==> src/rtl/alu_pipe.sv <==
// alu_pipe: two-stage valid/ready ALU.
// Stage S1 registers the operands and opcode. Stage S2 registers the result and flags.
// C and the flags are driven straight from S2.
// done_cnt counts the results that are accepted downstream.
module alu_pipe #(
  parameter int WIDTH = 4,
  parameter int SAT   = 0,
  parameter int CNT_W = 8
) (
  input  logic               clk,
  input  logic               rst_n,
  input  logic               clear,
  input  logic               in_valid,
  output logic               in_ready,
  input  logic [2:0]         opcode,
  input  logic [WIDTH-1:0]   A,
  input  logic [WIDTH-1:0]   B,
  output logic               out_valid,
  input  logic               out_ready,
  output logic [WIDTH:0]     C,
  output logic               zero,
  output logic               neg,
  output logic               ovf,
  output logic [CNT_W-1:0]   done_cnt
);

  localparam int SH_W = $clog2(WIDTH);

  // Clamp values for saturating ADD/SUB, already sign-extended to WIDTH+1 bits.
  localparam logic [WIDTH:0] SAT_MAX = {2'b00, {(WIDTH-1){1'b1}}};
  localparam logic [WIDTH:0] SAT_MIN = {2'b11, {(WIDTH-1){1'b0}}};

  typedef enum logic [2:0] {
    OP_ADD    = 3'b000,
    OP_SUB    = 3'b001,
    OP_NOT    = 3'b010,
    OP_RED_OR = 3'b011,
    OP_AND    = 3'b100,
    OP_XOR    = 3'b101,
    OP_SHL    = 3'b110,
    OP_ASR    = 3'b111
  } op_e;

  // S1: captured operands
  logic             s1_valid_q, s1_valid_d;
  op_e              s1_op_q, s1_op_d;
  logic [WIDTH-1:0] s1_a_q, s1_a_d;
  logic [WIDTH-1:0] s1_b_q, s1_b_d;

  // S2: result and flags
  logic             out_valid_q, out_valid_d;
  logic [WIDTH:0]   c_q, c_d;
  logic             zero_q, zero_d;
  logic             neg_q, neg_d;
  logic             ovf_q, ovf_d;

  logic [CNT_W-1:0] done_cnt_q, done_cnt_d;

  // Datapath signals computed from S1
  logic signed [WIDTH:0] a_ext, b_ext, raw;
  logic [SH_W-1:0]       sh_amt;
  logic                  arith;
  logic                  res_ovf;
  logic [WIDTH:0]        res_c;

  logic s2_adv;

  // Handshake. S2 moves when it is empty or being drained. S1 moves whenever S2 moves.
  // in_ready is held low during reset and during clear.
  always_comb begin
    s2_adv   = !out_valid_q || out_ready;
    in_ready = rst_n && !clear && (!s1_valid_q || s2_adv);
  end

  // Compute the ALU result and the overflow flag from the S1 contents.
  // Saturation is applied to the result when SAT is set.
  always_comb begin
    // NOTE: every always_comb output gets a default first, so no path can infer a latch.
    a_ext  = {s1_a_q[WIDTH-1], s1_a_q};
    b_ext  = {s1_b_q[WIDTH-1], s1_b_q};
    sh_amt = s1_b_q[SH_W-1:0];
    raw    = '0;
    arith  = 1'b0;
    case (s1_op_q)
      OP_ADD:    begin raw = a_ext + b_ext; arith = 1'b1; end
      OP_SUB:    begin raw = a_ext - b_ext; arith = 1'b1; end
      OP_NOT:    raw = ~a_ext;
      OP_RED_OR: raw = {{WIDTH{1'b0}}, |s1_b_q};
      OP_AND:    raw = a_ext & b_ext;
      OP_XOR:    raw = a_ext ^ b_ext;
      OP_SHL:    raw = a_ext <<< sh_amt;
      OP_ASR:    raw = a_ext >>> sh_amt;
      default:   raw = '0;
    endcase
    // The WIDTH+1-bit sum is exact. The top two bits disagree only when the result
    // is outside the signed WIDTH-bit range.
    res_ovf = arith && (raw[WIDTH] != raw[WIDTH-1]);
    res_c   = raw;
    if ((SAT != 0) && res_ovf) begin
      res_c = raw[WIDTH] ? SAT_MIN : SAT_MAX;
    end
  end

  // Next state for both stages and for the delivery counter.
  // A clear overrides every other update.
  always_comb begin
    s1_valid_d  = s1_valid_q;
    s1_op_d     = s1_op_q;
    s1_a_d      = s1_a_q;
    s1_b_d      = s1_b_q;
    out_valid_d = out_valid_q;
    c_d         = c_q;
    zero_d      = zero_q;
    neg_d       = neg_q;
    ovf_d       = ovf_q;
    done_cnt_d  = done_cnt_q;

    if (clear) begin
      s1_valid_d  = 1'b0;
      out_valid_d = 1'b0;
      c_d         = '0;
      zero_d      = 1'b0;
      neg_d       = 1'b0;
      ovf_d       = 1'b0;
      done_cnt_d  = '0;
    end else begin
      if (in_ready) begin
        s1_valid_d = in_valid;
        if (in_valid) begin
          s1_op_d = op_e'(opcode);
          s1_a_d  = A;
          s1_b_d  = B;
        end
      end
      if (s2_adv) begin
        out_valid_d = s1_valid_q;
        if (s1_valid_q) begin
          c_d    = res_c;
          zero_d = (res_c == '0);
          neg_d  = res_c[WIDTH];
          ovf_d  = res_ovf;
        end
      end
      if (out_valid_q && out_ready) begin
        done_cnt_d = done_cnt_q + CNT_W'(1);
      end
    end
  end

  // State registers. Reset is asynchronous and discards anything in flight.
  always_ff @(posedge clk or negedge rst_n) begin
    // NOTE: sequential state uses non-blocking assignments only, so every flop samples pre-edge values.
    if (!rst_n) begin
      s1_valid_q  <= 1'b0;
      s1_op_q     <= OP_ADD;
      s1_a_q      <= '0;
      s1_b_q      <= '0;
      out_valid_q <= 1'b0;
      c_q         <= '0;
      zero_q      <= 1'b0;
      neg_q       <= 1'b0;
      ovf_q       <= 1'b0;
      done_cnt_q  <= '0;
    end else begin
      s1_valid_q  <= s1_valid_d;
      s1_op_q     <= s1_op_d;
      s1_a_q      <= s1_a_d;
      s1_b_q      <= s1_b_d;
      out_valid_q <= out_valid_d;
      c_q         <= c_d;
      zero_q      <= zero_d;
      neg_q       <= neg_d;
      ovf_q       <= ovf_d;
      done_cnt_q  <= done_cnt_d;
    end
  end

  assign out_valid = out_valid_q;
  assign C         = c_q;
  assign zero      = zero_q;
  assign neg       = neg_q;
  assign ovf       = ovf_q;
  assign done_cnt  = done_cnt_q;

endmodule

==> config.mk <==
export PLATFORM = sky130hd
export DESIGN_NAME = alu_pipe
export DESIGN_NICKNAME = d
export VERILOG_FILES = /design/src/rtl/alu_pipe.sv
export SDC_FILE = /design/constraint.sdc
export NUM_CORES = 1
export LEC_CHECK = 0
export CAP_MARGIN = 20
export CORE_AREA = 2 2 65 67
export DETAILED_ROUTE_END_ITERATION = 7
export DIE_AREA = 0 0 67 69
export MAX_ROUTING_LAYER = met4
export PLACE_DENSITY = 0.82
export SETUP_SLACK_MARGIN = 0.2
export SYNTH_ARGS = -nofsm -noshare
export SYNTH_HDL_FRONTEND = slang
export SYNTH_SLANG_ARGS = --single-unit
export TNS_END_PERCENT = 5
==> constraint.sdc <==
create_clock -name clk -period 4.5 [get_ports clk]
set_input_delay 0.9 -clock clk [delete_from_list [all_inputs] [get_ports clk]]
set_output_delay 0.9 -clock clk [all_outputs]
set_load 0.005 [all_outputs]
# Word level (Yosys, flattened, before mapping)
# Cells that the tools add are included.
[totals]
regBits = 29
input_bits = 16
output_inout_bits = 18
word_cells = 66
[classes]
addsub = 3
n_eq_ne = 8
shifts = 2
mux = 20
bitwise = 4
n_reduce_logical = 19
[ops]
columns = ["operator", "n"]
rows = [
  ["5-bit one-hot mux with 8 select lines", 1],
  ["8-bit two-way mux", 2],
  ["5-bit two-way mux", 3],
  ["1-bit two-way mux", 14],
  ["3-bit == test, second input constant", 4],
  ["8-bit by 1-bit adder with 8-bit output, second input constant", 1],
  ["2-bit nonzero test", 4],
  ["3-bit by 2-bit == test with 1-bit output, second input constant", 2],
  ["4-bit by 4-bit adder with 5-bit output", 1],
  ["5-bit zero test", 1],
  ["4-bit inverter with 5-bit output", 1],
  ["4-bit by 2-bit <<< shifter with 5-bit output", 1],
  ["4-bit by 2-bit >>> shifter with 5-bit output", 1],
  ["4-bit by 4-bit subtractor with 5-bit output", 1],
  ["4-bit bitwise AND", 1],
  ["1-bit logical AND", 4],
  ["4-bit OR reduction", 1],
  ["4-bit bitwise XOR", 1],
  ["3-bit by 1-bit == test with 1-bit output, second input constant", 1],
  ["1-bit zero test", 3],
  ["3-bit zero test", 1],
  ["3-bit AND reduction", 1],
  ["1-bit logical OR", 2],
  ["2-bit AND reduction", 1],
  ["3 further kinds", 3],
]

# Longest topological paths before layout
# Gate-level depths: netlist of the first run.
[depth]
ltp_word = 7
depth_mapped = 12
ltp_nobuf = 11

# Worst setup path after synthesis of the first run
# Ideal clock, no wire load.
[synth_timing]
path_type = "reg-to-reg"
start = "register s1_b_q[0]"
end = "register ovf_q, in the netlist ovf"
arrival_ns = 2.652
slack_ns = 1.782
path_stages_with_launch = 12
n_path_buf = 1
cell_sequence = "dfrtp_1 > buf_4 > inv_1 > ha_1 > mux2i_1 > ha_1 > nor2b_1 > o21a_1 > o211a_1 > or4b_1 > mux2_2 > nand2_1"
[synth_via]
elab_chain_len = 7
[synth_lines]
columns = ["element", "line", "rtl"]
rows = [
  ["from (decl)", "48", "logic [WIDTH-1:0] s1_b_q, s1_b_d;"],
  ["from (signal assigned)", "157", "s1_b_q <= '0;"],
  ["from (signal assigned)", "168", "s1_b_q <= s1_b_d;"],
  ["4-bit by 4-bit subtractor with 5-bit output, or another cell as far along", "86", "OP_SUB: begin raw = a_ext - b_ext; arith = 1'b1; end"],
  ["5-bit one-hot mux with 8 select lines *", "84", "case (s1_op_q)"],
  ["1-bit inequality test *", "97", "res_ovf = arith && (raw[WIDTH] != raw[WIDTH-1]);"],
  ["1-bit logical AND *", "97", ""],
  ["1-bit two-way mux *", "137", "if (s1_valid_q) begin"],
  ["1-bit two-way mux *", "135", "if (s2_adv) begin"],
  ["1-bit two-way mux *", "118", "if (clear) begin"],
  ["to (signal assigned)", "173", "ovf_q <= ovf_d;"],
  ["to (decl)", "55", "logic ovf_q, ovf_d;"],
]
# Mark *: on every way between the ends. The rest lies on a longest branch, timed or not. The select of a mux whose other input is x is not followed.
# A chain may end at the register's enable or synchronous reset.

# Worst setup path in the final report of the first run
[layout_timing]
start = "input clear"
end = "output in_ready"
[layout_via]
elab_chain_len = 3
[layout_lines]
columns = ["element", "line", "rtl"]
rows = [
  ["from (decl)", "12", "input logic clear,"],
  ["1-bit zero test", "72", "in_ready = rst_n && !clear && (!s1_valid_q || s2_adv);"],
  ["1-bit logical AND (2 in series)", "72", ""],
  ["to (decl)", "14", "output logic in_ready,"],
]
# No other way between the ends.

==> summary.txt, run 1 <==
Die Y -> 69 µm
Share of the synthesized area in the top cell type -> 0.372
Cells taking the most area after synthesis -> dfrtp_1 (37%), ha_1 (7.3%), mux2_2 (7.2%), mux2i_1 (6.4%), nor2_1 (3.6%)
Worst Tran Pin Value -> 0.589 ns
Multi-input gate area -> 0.00110 mm²
Crit-path slowest cell -> clkdlybuf4s50_1
Worst-path fanout max -> 20
Max_slew headroom -> 0.608
Clock sink total -> 28
Ys Warns -> 0
Kind of critical path -> input pin to output port
Mapped Area -> 0.00188 mm²
Initial antenna violation count -> 0
Routed Antenna Nets -> 0
Fill cells -> 362
RSZ-0062 raised after global routing -> no
Fin. Hold Viols -> 0
Root buffer cell -> clkbuf_8
Syn_nets -> 218
Mean Syn Cell Area -> 9.90 µm²
Most frequent cells in the layout -> clkdlybuf4s50_1 (33), dfrtp_1 (28), nor2_1 (18), nand2_1 (16)
Vias per inst -> 5.49
Final clock skew -> 0.00224 ns
Synth Flop Type -> dfrtp_1
Core box area -> 0.00391 mm²
CTS clk-pin slew, worst paths -> 0.09 ns
Placed cell count -> 264
Leakage -> 0.00102 µW
Share of cells above drive strength 1 -> 0.0917
Non-Filler Instances -> 268
Syn-to-layout area delta -> 21.3%
DRC viols -> 0
CTS buffer count -> 3
RePlAce Congestion -> 0.854
Routed WL -> 4020 µm
# Max-Cap Violations -> 0
Number of synthesized flops with an enable pin -> 0
CP Launch Type -> input pin
Row cnt -> 23
Detail Placement HPWL -> 2980 µm
Delay-heaviest family, CP -> buffers and inverters
Highest clock rate -> 308 MHz
Hold Startpoint -> ovf
Yosys reg bits -> 28
Fin Setup TNS -> 0 ns
PostCTS Resize Cnt -> 0
Sequential cell area fraction in the yosys report -> 0.372
Synth async-reset ratio -> 1.00
Worst path cell trace -> clkdlybuf4s50_1 -> buf_4 -> nand2b_1 -> a21oi_1 -> clkdlybuf4s50_1
RR Startpoint -> s1_b_q[0]
Commonest non-fill, non-tap cell in the layout -> clkdlybuf4s50_1
Maximum vdd ir drop -> 271 µV
Outcome -> finished clean
Pin count of the biggest net entering global routing -> 31
Critical Path Stages -> 5
# diodes -> 0
All-layer global routing usage -> 0.203
Reg2reg setup slack -> 1.37 ns
WL/cell -> 15.0 µm
Setup crit end kind -> output port
First-pass GRT wire length -> 7140 µm
Initial DRC Count -> 125
WP buf/inv -> 3
Synth unique cells -> 49
Synth area leader -> dfrtp_1
Num ports -> 34
CTS tree -> done
CP Data Arrival Time -> 2.34 ns
H-tree depth -> 1
Post-CTS setup buffer count -> 0
Worst EP required -> 3.60 ns
Nets -> 247
Vias post-DR -> 1472
Cells after Synth -> 190
Top cell by count, worst path -> clkdlybuf4s50_1
Tcrit/Tclk final -> 0.720
Period minus WS final -> 3.24 ns
Vias in the first global route -> 1541
Skew-Pair Late Insertion Delay -> 0.27 ns
HP Class -> flip-flop to flip-flop
Reg2reg end -> ovf
R2r worst-path depth -> 10
Total congestion overflow -> 0
Final setup fails -> 0
Slew Viols, Final -> 0
Hold path depth -> 2
Register area -> 701 µm²
Die area -> 0.00462 mm²
CP max stage delay -> 0.53 ns
Pwr dens -> 359 mW/mm²
Initial Utilization -> 0.481
Hold Path End -> ovf
Die width -> 67 µm
Drt pass-1 iters -> 4
PortBufs -> 33
Clock Path Buffers -> 2
Hold buffers post-CTS -> 0
tightest hold or removal path, cell delays in order (launching register included):
cell and delay (ns):
dfrtp_1 0.36, nand3b_1 0.07, nand2_1 0.06
how the worst max path moves through the flow:
stage | from | to
floorplan | s1_b_q[0] | ovf
global placement | clear | in_ready
detailed placement | clear | in_ready
CTS | clear | in_ready
global route | s1_b_q[0] | ovf
finish | clear | in_ready
stage by stage:
step / util / hold slack (ns) / power [µW] / setup WS [ns] / cell area (µm²)
6_report: 0.583 / 0.519 / 819 / 1.26 / 2280
3_5_place_dp: 0.569 / 0.499 / 664 / 1.28 / 2230
4_1_cts: 0.583 / 0.525 / 825 / 1.26 / 2280
2_1_floorplan: - / 0.496 / 575 / 1.78 / 1880
3_3_place_gp: 0.569 / 0.514 / 652 / 1.27 / 2230
5_1_grt: 0.583 / 0.579 / 880 / 1.14 / 2280
Yosys cell counts (2+ instances only):
master,count
dfrtp_1,28
nor2_1,18
nand2_1,16
mux2_2,12
mux2i_1,12
ha_1,11
a21oi_1,9
xor2_1,6
clkbuf_1,5
inv_1,5
nand2b_1,4
o21a_1,4
xnor2_1,4
a211oi_1,3
and3_1,3
buf_4,3
nand3_1,3
nor2b_1,3
a211o_1,2
and2_1,2
buf_2,2
nand3b_1,2
nor3_1,2
nor4_1,2
o211a_1,2
o21ai_0,2
o21ai_1,2
o31ai_1,2
power by group:
part / internal [µW] / switching, µW / leakage [µW]
clock network: 78.2 / 73.5 / 0.0000288
logic: 173 / 156 / 0.000626
registers: 276 / 62.9 / 0.000365
total: 527 / 293 / 0.00102
sequential cells by signal, summed over array words and instances (netlist names):
signal and count:
done_cnt 8, C 5, s1_a_q 4, s1_b_q 4
s1_op_q 3, out_valid 1, ovf 1, s1_valid_q 1
zero 1
cells by family after synthesis:
kind of cell             Yosys count  synth area share
adder cells (fa/ha/maj)           12            0.0838
XOR/XNOR                          11            0.0592
multiplexers                      24             0.136
AO/OA/AOI/OAI                     36             0.137
AND/OR/NAND/NOR                   63             0.169
flip-flops                        28             0.372
buffers and inverters             16            0.0432
per-layer routing:
layer / part of all wire / GRT usage / up-vias
li1: - / - / 737
met1: 0.47 / 0.276 / 699
met2: 0.49 / 0.314 / 30
met3: 0.023 / 0.0147 / 6
met4: 0.018 / 0.0816 / 0
met5: 0 / - / -
cell type report:
| cell class | instances | share of cell area |
|---|---|---|
| tap | 50 | 0.0274 |
| clock buffer | 4 | 0.0241 |
| multi-input combinational | 146 | 0.482 |
| sequential | 28 | 0.307 |
| timing repair buffer | 35 | 0.151 |
| inverter | 5 | 0.00822 |
Note: power is estimated with default switching activity, not from simulation.
==> inputs of run 2 (changes only) <==
- clock period: 4.5 -> 3.2 ns (I/O delays scaled with it)
==> summary.txt, run 2 (synthesis results as in run 1) <==
Outcome -> finished clean
Share of cells above drive strength 1 -> 0.112
PortBufs -> 33
Die area -> 0.00462 mm²
Worst-path fanout max -> 6
Placed Instance Area -> 0.00226 mm²
Routed Antenna Nets -> 0
Max reg flops -> 8
Die width -> 67 µm
WP buf/inv -> 1
Syn-to-layout area delta -> 23.3%
Initial DRC Count -> 55
Initial Utilization -> 0.481
First-pass GRT wire length -> 6870 µm
CP max stage delay -> 0.50 ns
CTS clk-pin slew, worst paths -> 0.09 ns
Max_slew headroom -> 0.626
RePlAce Congestion -> 0.984
Pin count of the biggest net entering global routing -> 31
Slew Viols, Final -> 0
Worst Tran Pin Value -> 0.556 ns
DRC viols -> 0
CP Launch Type -> flip-flop
RSZ-0062 raised after global routing -> no
# diodes -> 0
Worst path cell trace -> inv_1 -> ha_1 -> mux2i_1 -> ha_1 -> nor2b_1 -> o21a_1 -> o211a_1 -> or4b_1 -> mux2_2 -> nand2_1
Die Y -> 69 µm
H-tree depth -> 1
Clock sink total -> 28
Leakage -> 0.00104 µW
Final setup fails -> 0
WL/cell -> 14.9 µm
Kind of critical path -> flip-flop to flip-flop
Top cell by count, worst path -> ha_1
CTS tree -> done
Grt peak-use layer -> met2
Vias post-DR -> 1493
Final clock skew -> 0.00594 ns
Routed WL -> 4080 µm
Pwr dens -> 506 mW/mm²
Total congestion overflow -> 0
GR Layer Usage met2 -> 0.296
Most frequent cells in the layout -> clkdlybuf4s50_1 (33), dfrtp_1 (28), nor2_1 (18), nand2_1 (16)
Skew-Pair Late Insertion Delay -> 0.27 ns
Worst slack, placed -> 0.473 ns
Global Route met1 Usage -> 0.269
Setup crit end kind -> flip-flop
Nets -> 252
Drt pass-1 iters -> 4
Commonest non-fill, non-tap cell in the layout -> clkdlybuf4s50_1
Fill cells -> 364
Maximum vdd ir drop -> 435 µV
Worst EP required -> 3.41 ns
Post-CTS setup buffer count -> 0
Root buffer cell -> clkbuf_8
Met3 Use GR -> 0.0277
Highest clock rate -> 360 MHz
HP Class -> flip-flop to flip-flop
Detail Placement HPWL -> 2970 µm
Row cnt -> 23
PostCTS Resize Cnt -> 0
Delay-heaviest family, CP -> simple AND/OR/NAND/NOR gates
Core box area -> 0.00391 mm²
CTS buffer count -> 3
Crit-path slowest cell -> or4b_1
Fin. Hold Viols -> 0
Final Cell Area -> 0.00232 mm²
# Max-Cap Violations -> 0
Num ports -> 34
Hold buffers post-CTS -> 0
Clock Path Buffers -> 2
Fin Setup TNS -> 0 ns
Hold WS -> 0.536 ns
Vias in the first global route -> 1468
Initial antenna violation count -> 0
Period minus WS final -> 2.78 ns
Vias per inst -> 5.47
CP Data Arrival Time -> 2.99 ns
Min setup slack post-route -> 0.425 ns
Tcrit/Tclk final -> 0.867
All-layer global routing usage -> 0.194
-- run 2: area by class of cell --
cell class                 count  area, µm²  area share
clock buffer                   4       55.1      0.0237
inverter                       5       18.8     0.00809
multi-input combinational    146       1100       0.474
sequential                    28        701       0.302
tap                           50       62.6      0.0270
timing repair buffer          40        383       0.165
-- run 2: worst paths after layout --
kind,startpoint,end,slack (ns),cells after the start
min in group asynchronous,rst_n,s1_a_q[1],0.81,2
setup / recovery,s1_b_q[1],ovf,0.42,10
setup reg to reg,s1_b_q[1],ovf,0.42,10
hold reg to reg,C[3],C[3],0.54,2
max in group asynchronous,rst_n,zero,2.11,2
hold / removal,C[3],C[3],0.54,2
-- run 2: routing by layer --
metal  wire length, µm  share of wire
met4                60          0.015
met3               140          0.034
met1              1940           0.47
met5                 0              0
met2              1940           0.48
-- run 2: worst min-delay path, stage by stage, from the launching register on --
cell and delay, ns:
dfrtp_1 0.39, nand2_1 0.06, a21oi_1 0.05
-- run 2: where the power goes --
part | total, µW | internal [µW] | switching [µW]
sequential | 438 | 388 | 49.4
combinational | 518 | 256 | 262
clock | 217 | 110 | 107
-- run 2: stage by stage --
stage	cells	total power [µW]	util
floorplan	190	809	-
global placement	269	939	0.579
detailed placement	269	950	0.579
CTS	273	1170	0.593
global route	273	1250	0.593
finish	273	1170	0.593
